### src/rtl/out_mem_streamer_pkg.sv
// Shared constants for the output-memory streamer: pixel geometry,
// memory word width and default image size.
package out_mem_streamer_pkg;
  localparam int PIX_W        = 8;
  localparam int PIX_PER_WORD = 16;
  localparam int MEM_DATA_W   = 128;
  localparam int ADDR_W       = 16;
  localparam int NUM_WORDS    = 4096;
endpackage

### src/rtl/out_mem_streamer_word_fifo2.sv
// Two-entry word FIFO between the memory read port and the pixel serializer.
// A push while full is accepted only when a pop happens in the same cycle.
module word_fifo2
  import out_mem_streamer_pkg::*;
#(
  parameter int W = MEM_DATA_W
) (
  input  logic         clk,
  input  logic         reset,
  input  logic         clr,
  input  logic         push,
  input  logic         pop,
  input  logic [W-1:0] din,
  output logic [W-1:0] dout,
  output logic         empty,
  output logic         full,
  output logic [1:0]   count
);

  logic [W-1:0] mem_q [2];
  logic [W-1:0] mem_d [2];
  logic         wr_ptr_q, wr_ptr_d;
  logic         rd_ptr_q, rd_ptr_d;
  logic [1:0]   count_q, count_d;
  logic         do_push, do_pop;

  always_comb begin
    do_pop   = pop && (count_q != 2'd0);
    do_push  = push && ((count_q != 2'd2) || do_pop);
    wr_ptr_d = wr_ptr_q;
    rd_ptr_d = rd_ptr_q;
    count_d  = count_q;
    mem_d    = mem_q;
    if (clr) begin
      wr_ptr_d = 1'b0;
      rd_ptr_d = 1'b0;
      count_d  = 2'd0;
    end else begin
      if (do_push) begin
        mem_d[wr_ptr_q] = din;
        wr_ptr_d        = ~wr_ptr_q;
      end
      if (do_pop) rd_ptr_d = ~rd_ptr_q;
      count_d = count_q + 2'(do_push) - 2'(do_pop);
    end
  end

  always_ff @(posedge clk or negedge reset) begin
    if (!reset) begin
      wr_ptr_q <= 1'b0;
      rd_ptr_q <= 1'b0;
      count_q  <= 2'd0;
    end else begin
      wr_ptr_q <= wr_ptr_d;
      rd_ptr_q <= rd_ptr_d;
      count_q  <= count_d;
    end
  end

  // Storage carries no reset; occupancy is tracked by count_q alone.
  always_ff @(posedge clk) begin
    mem_q <= mem_d;
  end

  assign dout  = mem_q[rd_ptr_q];
  assign empty = (count_q == 2'd0);
  assign full  = (count_q == 2'd2);
  assign count = count_q;

endmodule

### src/rtl/out_mem_streamer.sv
// Reads the equalized image back from output memory as wide words and
// serializes it into a one-pixel-per-beat valid/ready stream.
module out_mem_streamer
  import out_mem_streamer_pkg::*;
#(
  parameter int NUM_WORDS    = out_mem_streamer_pkg::NUM_WORDS,
  parameter int ADDR_W       = out_mem_streamer_pkg::ADDR_W,
  parameter int PIX_W        = out_mem_streamer_pkg::PIX_W,
  parameter int PIX_PER_WORD = out_mem_streamer_pkg::PIX_PER_WORD
) (
  input  logic                  clk,
  input  logic                  reset,
  input  logic                  enable,
  input  logic                  output_wt_done,
  input  logic [MEM_DATA_W-1:0] out_mem_rd_data,
  output logic [ADDR_W-1:0]     out_mem_rd_addr,
  output logic                  out_mem_rd_en,
  output logic [PIX_W-1:0]      pix_data,
  output logic                  pix_valid,
  input  logic                  pix_ready,
  output logic                  pix_last,
  output logic                  stream_done
);

  typedef enum logic [1:0] {ST_IDLE, ST_STREAM, ST_DONE} state_e;

  localparam int TOTAL_PIX = PIX_PER_WORD * NUM_WORDS;
  localparam int PCNT_W    = $clog2(TOTAL_PIX + 1);
  localparam int WCNT_W    = $clog2(NUM_WORDS + 1);
  localparam int IDX_W     = $clog2(PIX_PER_WORD);
  localparam logic [PCNT_W-1:0] LAST_PIX  = PCNT_W'(TOTAL_PIX - 1);
  localparam logic [WCNT_W-1:0] ALL_WORDS = WCNT_W'(NUM_WORDS);
  localparam logic [IDX_W-1:0]  IDX_LAST  = IDX_W'(PIX_PER_WORD - 1);

  state_e                  state_q, state_d;
  logic [WCNT_W-1:0]       issued_q, issued_d;
  logic [PCNT_W-1:0]       pix_cnt_q, pix_cnt_d;
  logic [IDX_W-1:0]        idx_q, idx_d;
  logic                    sr_vld_q, sr_vld_d;
  logic [MEM_DATA_W-1:0]   sr_q, sr_d;
  logic                    inflight_q, inflight_d;
  logic                    done_q, done_d;

  logic                    rd_en;
  logic                    xfer, last_beat, sr_free, is_last;
  logic [2:0]              occ;
  logic                    fifo_push, fifo_pop, fifo_clr;
  logic                    fifo_empty, fifo_full;
  logic [1:0]              fifo_count;
  logic [MEM_DATA_W-1:0]   fifo_dout;

  word_fifo2 #(.W(MEM_DATA_W)) u_fifo (
    .clk   (clk),
    .reset (reset),
    .clr   (fifo_clr),
    .push  (fifo_push),
    .pop   (fifo_pop),
    .din   (out_mem_rd_data),
    .dout  (fifo_dout),
    .empty (fifo_empty),
    .full  (fifo_full),
    .count (fifo_count)
  );

  assign is_last   = sr_vld_q && (pix_cnt_q == LAST_PIX);
  assign xfer      = sr_vld_q && pix_ready;
  assign last_beat = xfer && (idx_q == IDX_LAST);
  assign sr_free   = !sr_vld_q || last_beat;
  // Words owned by the block: in the serializer, queued, or still in flight.
  assign occ       = 3'(sr_vld_q) + 3'(fifo_count) + 3'(inflight_q);

  always_comb begin
    state_d   = state_q;
    issued_d  = issued_q;
    pix_cnt_d = pix_cnt_q;
    idx_d     = idx_q;
    sr_vld_d  = sr_vld_q;
    sr_d      = sr_q;
    done_d    = 1'b0;
    rd_en     = 1'b0;
    fifo_push = 1'b0;
    fifo_pop  = 1'b0;
    fifo_clr  = 1'b0;

    unique case (state_q)
      ST_IDLE: begin
        if (enable && output_wt_done) begin
          state_d   = ST_STREAM;
          issued_d  = '0;
          pix_cnt_d = '0;
        end
      end
      ST_STREAM: begin
        rd_en = (issued_q < ALL_WORDS) && (occ < 3'd2);
        if (rd_en) issued_d = issued_q + 1'b1;
        if (xfer) begin
          pix_cnt_d = pix_cnt_q + 1'b1;
          idx_d     = idx_q + 1'b1;
        end
        // Refill on the same edge the final pixel of a word leaves; a word
        // arriving with nothing queued bypasses the FIFO.
        if (sr_free) begin
          idx_d = '0;
          if (!fifo_empty) begin
            sr_d     = fifo_dout;
            sr_vld_d = 1'b1;
            fifo_pop = 1'b1;
          end else if (inflight_q) begin
            sr_d     = out_mem_rd_data;
            sr_vld_d = 1'b1;
          end else begin
            sr_vld_d = 1'b0;
          end
        end
        fifo_push = inflight_q && !(sr_free && fifo_empty) && (!fifo_full || fifo_pop);
        if (xfer && is_last) begin
          state_d = ST_DONE;
          done_d  = 1'b1;
        end
      end
      ST_DONE: begin
        if (!output_wt_done) state_d = ST_IDLE;
      end
      default: state_d = ST_IDLE;
    endcase

    if (!enable) begin
      state_d   = ST_IDLE;
      issued_d  = issued_q;
      sr_vld_d  = 1'b0;
      idx_d     = '0;
      done_d    = 1'b0;
      rd_en     = 1'b0;
      fifo_push = 1'b0;
      fifo_pop  = 1'b0;
      fifo_clr  = 1'b1;
    end

    inflight_d = rd_en;
  end

  always_ff @(posedge clk or negedge reset) begin
    if (!reset) begin
      state_q    <= ST_IDLE;
      issued_q   <= '0;
      pix_cnt_q  <= '0;
      idx_q      <= '0;
      sr_vld_q   <= 1'b0;
      inflight_q <= 1'b0;
      done_q     <= 1'b0;
    end else begin
      state_q    <= state_d;
      issued_q   <= issued_d;
      pix_cnt_q  <= pix_cnt_d;
      idx_q      <= idx_d;
      sr_vld_q   <= sr_vld_d;
      inflight_q <= inflight_d;
      done_q     <= done_d;
    end
  end

  always_ff @(posedge clk) begin
    sr_q <= sr_d;
  end

  assign out_mem_rd_en   = rd_en;
  assign out_mem_rd_addr = ADDR_W'(issued_q);
  assign pix_valid       = sr_vld_q;
  assign pix_data        = sr_vld_q ? sr_q[idx_q*PIX_W +: PIX_W] : '0;
  assign pix_last        = is_last;
  assign stream_done     = done_q;

endmodule

### config.mk
export PLATFORM = sky130hd
export DESIGN_NAME = out_mem_streamer
export DESIGN_NICKNAME = d
export VERILOG_FILES = /design/src/rtl/out_mem_streamer_pkg.sv /design/src/rtl/out_mem_streamer_word_fifo2.sv /design/src/rtl/out_mem_streamer.sv
export SDC_FILE = /design/constraint.sdc
export NUM_CORES = 1
export LEC_CHECK = 0
export CAP_MARGIN = 0
export CORE_ASPECT_RATIO = 0.6
export CORE_MARGIN = 4
export CORE_UTILIZATION = 58
export CTS_CLUSTER_DIAMETER = 50
export DETAILED_ROUTE_END_ITERATION = 16
export GPL_TIMING_DRIVEN = 1
export HOLD_SLACK_MARGIN = 0.08
export PLACE_DENSITY = 0.79
export SLEW_MARGIN = 20
export SYNTH_ARGS = -nofsm -noshare
export SYNTH_HDL_FRONTEND = slang
export SYNTH_HIERARCHICAL = 1
export SYNTH_SLANG_ARGS = --single-unit
export TNS_END_PERCENT = 5
### constraint.sdc
create_clock -name clk -period 16.96 [get_ports clk]
set_clock_uncertainty 0.2 [all_clocks]
set_input_delay 3.392 -clock clk [delete_from_list [all_inputs] [get_ports clk]]
set_output_delay 3.392 -clock clk [all_outputs]
set_load 0.01 [all_outputs]
==> results of run 1 <==
==> worst register-to-register path, delay by kind of cell, from the launching register on <==
| family | cells | cell delay (ps) |
|---|---|---|
| AOI/OAI and AO/OA | 2 | 460 |
| adders and majority gates | 1 | 310 |
| buffers and inverters | 4 | 2450 |
| DFF | 1 | 740 |
| and+or+nand+nor | 3 | 630 |
==> cell type report <==
type	count	area [sq um]	share of cell area (%)
repair buffers	170	1687	7.932
diodes	1	2.502	0.01177
multi-input cells	564	5180	24.36
clock inverters	10	70.07	0.3295
inverters	9	33.78	0.1589
clock buffers	61	1165	5.478
well taps	408	510.5	2.401
flip-flops and latches	427	12610	59.33
==> flip-flops by register name (all words and copies together), names as in the netlist <==
register         cells
u_fifo/rd_ptr_q      1
pix_cnt_q           17
stream_done          1
pix_valid            1
u_fifo/mem_q       256
state_q              2
u_fifo/wr_ptr_q      1
u_fifo/count         2
sr_q               128
issued_q            13
idx_q                4
inflight_q           1
==> metrics by stage <==
step | setup WS (ps) | instances | hold WS, ps | power, mW
5_1_grt | 7818 | 1650 | 318.7 | 2.188
6_report | 7968 | 1650 | 279.4 | 2.116
3_3_place_gp | 8084 | 1577 | 261.4 | 1.287
4_1_cts | 7986 | 1649 | 284.5 | 2.133
3_5_place_dp | 8000 | 1578 | 269.6 | 1.291
2_1_floorplan | 1751 | 1055 | 248.5 | 1.229
==> placed cells by master (no fill, tap or decap), types with 6 or more instances in the layout <==
| master | n |
|---|---|
| edfxtp_1 | 384 |
| clkdlybuf4s50_1 | 156 |
| mux2_1 | 129 |
| mux2_2 | 128 |
| nand2_1 | 43 |
| clkbuf_16 | 41 |
| dfrtp_1 | 41 |
| mux2i_1 | 36 |
| o21ai_0 | 25 |
| nor2_1 | 22 |
| nand3_1 | 17 |
| mux4_2 | 16 |
| a21oi_1 | 15 |
| clkbuf_1 | 13 |
| buf_4 | 13 |
| inv_1 | 9 |
| o211ai_1 | 9 |
| nor2b_1 | 9 |
| a221oi_1 | 8 |
| a22oi_1 | 8 |
| and3_1 | 7 |
| nand4_1 | 6 |
| ha_1 | 6 |
| clkbuf_8 | 6 |
==> logic make-up (layout without fill, tap and decap cells) <==
kind of cell	Yosys count	after routing	synth area share, %
xor gates and xnor gates	8	8	0.3866
muxes	310	310	20.02
DFF	427	427	69.55
other	1	4	0.02069
AOI/OAI and AO/OA	94	94	3.444
and+or+nand+nor	143	143	4.093
buffers and inverters	64	250	2.064
adders and majority gates	6	6	0.4142
==> per-layer routing <==
layer / track usage (%) / wire, microns / share of wire [%]
met1: 32.63 / 17040 / 47
met2: 31.66 / 16440 / 45
met3: 4.173 / 2293 / 6.3
met4: 4.404 / 540 / 1.5
met5: 0 / 0 / 0
==> report_power, final <==
group	internal [mW]	switching [mW]	total, mW
combinational	0.0541	0.0476	0.102
sequential	1.16	0.00797	1.17
clock	0.488	0.360	0.848
==> path summary, 6_finish.rpt <==
check / endpoint / depth (start not counted)
max in group asynchronous: idx_q[0]$_DFFE_PN0P_ / 1
hold / removal: pix_cnt_q[16]$_DFFE_PN0P_ / 2
hold reg to reg: pix_cnt_q[16]$_DFFE_PN0P_ / 2
min in group asynchronous: u_fifo/count[1]$_DFF_PN0_ / 1
setup reg to reg: u_fifo/mem_q[30]$_DFFE_PP_ / 10
setup / recovery: out_mem_rd_en / 5
==> flow_summary.json, run 1 <==
{
  "antenna_found_initial": 1,
  "ys.warnings.count": 6,
  "synth_common_cells": "edfxtp_1 (384), mux2_1 (129), mux2_2 (128)",
  "critical_path.max_stage_delay_ps": 590,
  "antenna_left": 0,
  "stdcell_area_sq_um": 21260,
  "worst_pin_slew_ps": 1098,
  "timing.final.crit_share_pct": 53.02,
  "cts_tree": "done",
  "gp_congestion": 0.8032,
  "fmax_ghz": 0.1112,
  "crit_start": "enable",
  "slowest_stage": "clkdlybuf4s50_1",
  "crit_top_cell": "clkdlybuf4s50_1",
  "yosys-top-cells-area": "edfxtp_1 (64%), mux2_1 (8.0%), mux2_2 (8.0%), dfrtp_1 (5.9%), mux2i_1 (2.0%)",
  "cts.clk_slew.worst_paths_ps": 60,
  "drv_cap": 0,
  "fp.dieH_microns": 144.9,
  "hp-class": "reg2reg",
  "hold_start": "pix_cnt_q[16]$_DFFE_PN0P_",
  "status": "finished clean",
  "area_growth_pct": 17.31,
  "via_per_inst": 5.875,
  "final_core_util_pct": 70.06,
  "startpoint_type": "input port",
  "synthFlopType": "edfxtp_1",
  "synth-seq-cells": 427,
  "crit_path_end_kind": "primary output",
  "postSynthCellCount": 1053,
  "grt_pass1_vias": 9867,
  "grt_max_degree": 74,
  "start_util_pct": 59.73,
  "io_pins": 161,
  "fillers": 1989,
  "synth.distinct_cells": 60,
  "cts_root_buf": "clkbuf_16",
  "routed_wl_mm": 36.31,
  "power_density_nw_per_um2": 99.53,
  "synth_edf_count": 384,
  "path_class": "in2out",
  "seq_area_frac_synth_pct": 69.55,
  "portBuffers": 157,
  "rsz0062_at_grt": "no",
  "path_max_fanout": 12,
  "drt_first_iter_violations": 801,
  "post_cts_buffers": 0,
  "hold_viol": 0,
  "dpl.hpwl_mm": 22.97,
  "synth.most_common_cell": "edfxtp_1",
  "via_count": 9694,
  "post_drt_wl_per_cell_microns": 22.01,
  "crit_buf_inv": 3,
  "grtUsageTotal_pct": 21.06,
  "setup_viol": 0,
  "postPlaceCellArea_sq_um": 20020,
  "rows": 49,
  "holdBufCountCts": 0,
  "slew_headroom_pct": 26.78,
  "static-leakage-power_nw": 7.096,
  "critical_path.top_delay_family": "buffers and inverters",
  "cts_made_buffers": 39,
  "syn_avg_cell_area_sq_um": 17.21,
  "postSynth.asyncResetShare_pct": 10.07,
  "synth_largest_area_cell": "edfxtp_1",
  "grt_pass1_wl_mm": 56.88,
  "yosys.area.top_type_share_pct": 63.62,
  "drt_drc_violations_left": 0,
  "r2r_slack_ps": 11770,
  "clock_sinks": 427,
  "worst_skew_pair.late_latency_ps": 530,
  "tns_ps": 0,
  "nets": 1350,
  "syn_area_sq_um": 18130,
  "design.core.area_sq_um": 30350,
  "irDropWorstVdd_uv": 76.44,
  "firstDrtPassIters": 5,
  "clockBufferDepth": 3,
  "worstPathArrival_ps": 5400,
  "post_cts_resize_count": 0,
  "htree_levels": 2,
  "crit_required_ps": 13370,
  "min_period_ps": 8992,
  "report.final.slew_viol_count": 0,
  "reg2reg_from": "idx_q[0]$_DFFE_PN0P_",
  "drive_above_1_share_pct": 18.29,
  "fp.dieW_microns": 236.2,
  "grt.overflow.total": 0,
  "die-area_sq_um": 34240,
  "crit_chain": "clkdlybuf4s50_1 -> inv_1 -> nor4_1 -> and4b_1 -> clkdlybuf4s50_1"
}
Power figures use the tool's default switching activity.
==> run 2: changes to the inputs <==
clock period = 9.2 ns   (was 16.96 ns; I/O delays follow)
==> flow_summary.json, run 2 (synthesized netlist as in run 1, its figures left out) <==
{
  "status": "finished clean",
  "dpl.hpwl_mm": 22.24,
  "grt.overflow.total": 0,
  "path_max_fanout": 12,
  "power_density_nw_per_um2": 184.5,
  "worst_skew_pair.late_latency_ps": 540,
  "grt_max_degree": 129,
  "final_core_util_pct": 70.07,
  "crit_path_end_kind": "primary output",
  "antenna_found_initial": 0,
  "via_per_inst": 5.842,
  "post_cts_buffers": 0,
  "gp_congestion": 0.8487,
  "crit_required_ps": 7160,
  "cts_made_buffers": 39,
  "crit_chain": "clkdlybuf4s50_1 -> inv_1 -> nor4_1 -> and4b_1 -> clkdlybuf4s50_1",
  "slew_headroom_pct": 33.91,
  "cts_root_buf": "clkbuf_16",
  "clock_sinks": 427,
  "cts_tree": "done",
  "slowest_stage": "clkdlybuf4s50_1",
  "grt_pass1_wl_mm": 56.10,
  "cts.clk_slew.worst_paths_ps": 60,
  "min_period_ps": 5825,
  "worstPathArrival_ps": 3780,
  "hold_viol": 0,
  "grt_pass1_vias": 9539,
  "hp-class": "reg2reg",
  "htree_levels": 2,
  "worst_pin_slew_ps": 991.3,
  "crit_buf_inv": 3,
  "start_util_pct": 59.73,
  "fp.dieH_microns": 144.9,
  "routed_wl_mm": 35.77,
  "rows": 49,
  "critical_path.max_stage_delay_ps": 580,
  "final_cell_mix": "edfxtp_1 (384), clkdlybuf4s50_1 (156), mux2_1 (129)",
  "largest_reg_flops": 256,
  "setup_viol": 0,
  "rsz0062_at_grt": "no",
  "design.core.area_sq_um": 30350,
  "crit_top_cell": "clkdlybuf4s50_1",
  "fp.dieW_microns": 236.2,
  "n_antenna_cell": 0,
  "power.total_mw": 3.924,
  "grtUsageTotal_pct": 20.78,
  "firstDrtPassIters": 5,
  "drv_cap": 0,
  "hold_ws_ps": 285.9,
  "report.final.slew_viol_count": 0,
  "critical_path.top_delay_family": "buffers and inverters",
  "via_count": 9599,
  "reg_top3": "u_fifo/mem_q x256, sr_q x128, pix_cnt_q x17",
  "portBuffers": 157,
  "antenna_left": 0,
  "fmax_ghz": 0.1717,
  "die-area_sq_um": 34240,
  "startpoint_type": "input port",
  "layout_commonest_cell": "edfxtp_1",
  "post_drt_wl_per_cell_microns": 21.77,
  "static-leakage-power_nw": 7.094,
  "drive_above_1_share_pct": 18.54,
  "post_cts_resize_count": 0,
  "drt_first_iter_violations": 1030,
  "area_growth_pct": 17.31,
  "drt_drc_violations_left": 0,
  "holdBufCountCts": 0,
  "clockBufferDepth": 3,
  "io_pins": 161,
  "nets": 1346,
  "irDropWorstVdd_uv": 121.3,
  "largest-register": "u_fifo/mem_q",
  "path_class": "in2out",
  "timing.final.crit_share_pct": 63.31
}
-- run 2: routing by layer --
layer | share of wire [%] | global-route usage, %
met1 | 46 | 32.95
met2 | 45 | 30.12
met3 | 7.0 | 4.097
met4 | 1.9 | 4.870
met5 | 0 | 0
-- run 2: cell type report --
cell class | instances | area, sq um
clock buffers | 51 | 1084
well taps | 408 | 510.5
repair buffers | 166 | 1679
multi-input cells | 564 | 5186
clock inverters | 18 | 156.4
flip-flops and latches | 427 | 12610
fillers | 1920 | 9084
inverters | 9 | 33.78
-- run 2: path summary, 6_finish.rpt --
path / start / endpoint / slack (ps) / cells after the start
worst max register to register: idx_q[0]$_DFFE_PN0P_ / u_fifo/mem_q[99]$_DFFE_PP_ / 5080 / 8
min in group asynchronous: reset / u_fifo/count[1]$_DFF_PN0_ / 1250 / 1
worst max-delay path: enable / out_mem_rd_en / 3380 / 5
worst min register to register: pix_cnt_q[16]$_DFFE_PN0P_ / pix_cnt_q[16]$_DFFE_PN0P_ / 290 / 2
worst min-delay path: pix_cnt_q[16]$_DFFE_PN0P_ / pix_cnt_q[16]$_DFFE_PN0P_ / 290 / 2
max in group asynchronous: reset / idx_q[0]$_DFFE_PN0P_ / 6820 / 1
-- run 2: per-stage QoR --
step                      cells  instance area [sq um]  setup TNS [ps]  setup WS, ps
after floorplan            1055                  18140         -486630         -3802
after global placement     1573                  19990               0          3435
after detailed placement   1573                  19990               0          3395
after CTS                  1642                  21230               0          3376
after global routing       1643                  21260               0          3241
final                      1643                  21260               0          3375
-- run 2: power breakdown --
group,switching (mW),total [mW],internal [mW]
logic,0.0863,0.186,0.0997
registers,0.0155,2.15,2.14
clock network,0.693,1.59,0.893
total,0.794,3.92,3.13
-- run 2: worst register-to-register path, cell delays in order (launching register included) --
cell	delay [ps]
dfrtp_4	1050
ha_1	340
nand4_1	170
and3_1	280
a2111oi_0	370
buf_4	220
o21ai_2	100
nor3b_4	280
buf_12	580
==> run 3: changes to the inputs <==
clock period = 5.7 ns   (was 9.2 ns; I/O delays follow)
==> flow_summary.json, run 3 (synthesized netlist as in run 1, its figures left out) <==
{
  "status": "finished clean",
  "worst_skew_pair.late_latency_ps": 540,
  "hold_ws_ps": 290.2,
  "slew_headroom_pct": 40.97,
  "reg2reg_from": "idx_q[0]$_DFFE_PN0P_",
  "fillers": 1948,
  "dpl.hpwl_mm": 22.71,
  "path_max_fanout": 33,
  "report.final.slew_viol_count": 0,
  "layout_commonest_cell": "edfxtp_1",
  "clockPowerShare_pct": 39.5,
  "routed_wl_mm": 36.17,
  "n_antenna_cell": 0,
  "clock_sinks": 427,
  "io_pins": 161,
  "r2r_slack_ps": 1970,
  "startpoint_type": "register",
  "largest_reg_flops": 256,
  "p_seq_share_pct": 55.6,
  "power.total_mw": 6.249,
  "setup_ws_ps": 1127,
  "reg_top3": "u_fifo/mem_q x256, sr_q x128, pix_cnt_q x17",
  "grt_pass1_vias": 9773,
  "static-leakage-power_nw": 7.070,
  "hold_viol": 0,
  "grt_max_degree": 129,
  "firstDrtPassIters": 5,
  "rsz0062_at_grt": "no",
  "post_cts_resize_count": 0,
  "cts_root_buf": "clkbuf_16",
  "hp-class": "reg2reg",
  "grt.overflow.total": 0,
  "worstPathArrival_ps": 3230,
  "via_per_inst": 5.787,
  "cts_tree": "done",
  "cp-endpoint": "pix_data[5]",
  "drt_drc_violations_left": 0,
  "drt_first_iter_violations": 837,
  "nets": 1349,
  "largest-register": "u_fifo/mem_q",
  "area_growth_pct": 17.33,
  "start_util_pct": 59.73,
  "fin_cells": 1646,
  "grtUsageTotal_pct": 20.93,
  "fp.dieH_microns": 144.9,
  "rr_worst_depth": 7,
  "clockBufferDepth": 3,
  "cts.clk_slew.worst_paths_ps": 60,
  "swShare_pct": 20.51,
  "rows": 49,
  "path_class": "reg2out",
  "htree_levels": 2,
  "setup_viol": 0,
  "power_frac_comb_pct": 4.9,
  "die-area_sq_um": 34240,
  "via_count": 9526,
  "final_cell_mix": "edfxtp_1 (384), clkdlybuf4s50_1 (156), mux2_1 (129)",
  "cts_made_buffers": 39,
  "power_density_nw_per_um2": 293.8,
  "worst_pin_slew_ps": 885.4,
  "worstReg2RegEnd": "u_fifo/mem_q[91]$_DFFE_PP_",
  "timing.final.crit_share_pct": 80.24,
  "pre_cts_slack_ps": 1211,
  "fmax_ghz": 0.2187,
  "drv_cap": 0,
  "fp.dieW_microns": 236.2,
  "holdBufCountCts": 0,
  "antenna_found_initial": 0,
  "min_period_ps": 4574,
  "gp_congestion": 0.8002,
  "post-place-cells": 1577,
  "crit_path_end_kind": "primary output",
  "drive_above_1_share_pct": 18.34,
  "crit_start": "idx_q[0]$_DFFE_PN0P_",
  "crit_required_ps": 4360,
  "power_switching_mw": 1.282,
  "portBuffers": 157,
  "post_drt_wl_per_cell_microns": 21.98,
  "design.core.area_sq_um": 30350,
  "grt_pass1_wl_mm": 56.35,
  "post_cts_buffers": 0,
  "irDropWorstVdd_uv": 174.9,
  "antenna_left": 0,
  "p_int_mw": 4.967,
  "tns_ps": 0
}
run 3: stage by stage:
step,utilization (%),instance area (sq um)
after floorplan,-,18180
after global placement,66.17,20080
after detailed placement,66.18,20090
after CTS,70.07,21270
after global routing,70.08,21270
final,70.08,21270
run 3: how the worst min path moves through the flow:
stage	depth (start not counted)	to	slack, ps	from
floorplan	2	pix_cnt_q[16]$_DFFE_PN0P_	250	pix_cnt_q[16]$_DFFE_PN0P_
global placement	2	pix_cnt_q[16]$_DFFE_PN0P_	270	pix_cnt_q[16]$_DFFE_PN0P_
detailed placement	2	pix_cnt_q[16]$_DFFE_PN0P_	270	pix_cnt_q[16]$_DFFE_PN0P_
CTS	2	pix_cnt_q[16]$_DFFE_PN0P_	290	pix_cnt_q[16]$_DFFE_PN0P_
global route	2	pix_cnt_q[16]$_DFFE_PN0P_	320	pix_cnt_q[16]$_DFFE_PN0P_
finish	2	pix_cnt_q[16]$_DFFE_PN0P_	290	pix_cnt_q[16]$_DFFE_PN0P_
run 3: worst max-delay path: stages (launching register included):
cell and delay [ps]:
dfrtp_4 850, buf_4 360, mux4_2 560, o211ai_1 280, nand2_1 150, clkdlybuf4s50_1 500
run 3: power groups by stage:
stage | logic (mW) | clock network, mW | registers [mW]
after floorplan | 0.125 | 0 | 3.53
after global placement | 0.297 | 0 | 3.54
after detailed placement | 0.304 | 0 | 3.54
after CTS | 0.308 | 2.51 | 3.47
after global routing | 0.332 | 2.65 | 3.47
final | 0.305 | 2.47 | 3.47
run 3: final cells by class:
| type | instances | area, sq um | area share [%] |
|---|---|---|---|
| timing repair buffer | 169 | 1713 | 8.054 |
| clock inverter | 24 | 181.4 | 0.8530 |
| tap | 408 | 510.5 | 2.400 |
| inverter | 9 | 33.78 | 0.1588 |
| clock buffer | 45 | 998.5 | 4.695 |
| multi-input combinational | 564 | 5216 | 24.53 |
| sequential | 427 | 12610 | 59.31 |
run 3: per-layer routing:
layer / GRT usage, % / vias to the layer above / wire [microns]
met5: 0 / - / 0
met4: 5.220 / 0 / 677
met3: 4.192 / 49 / 2161
met2: 31.33 / 302 / 16420
met1: 32.13 / 4749 / 16910
li1: - / 4426 / -
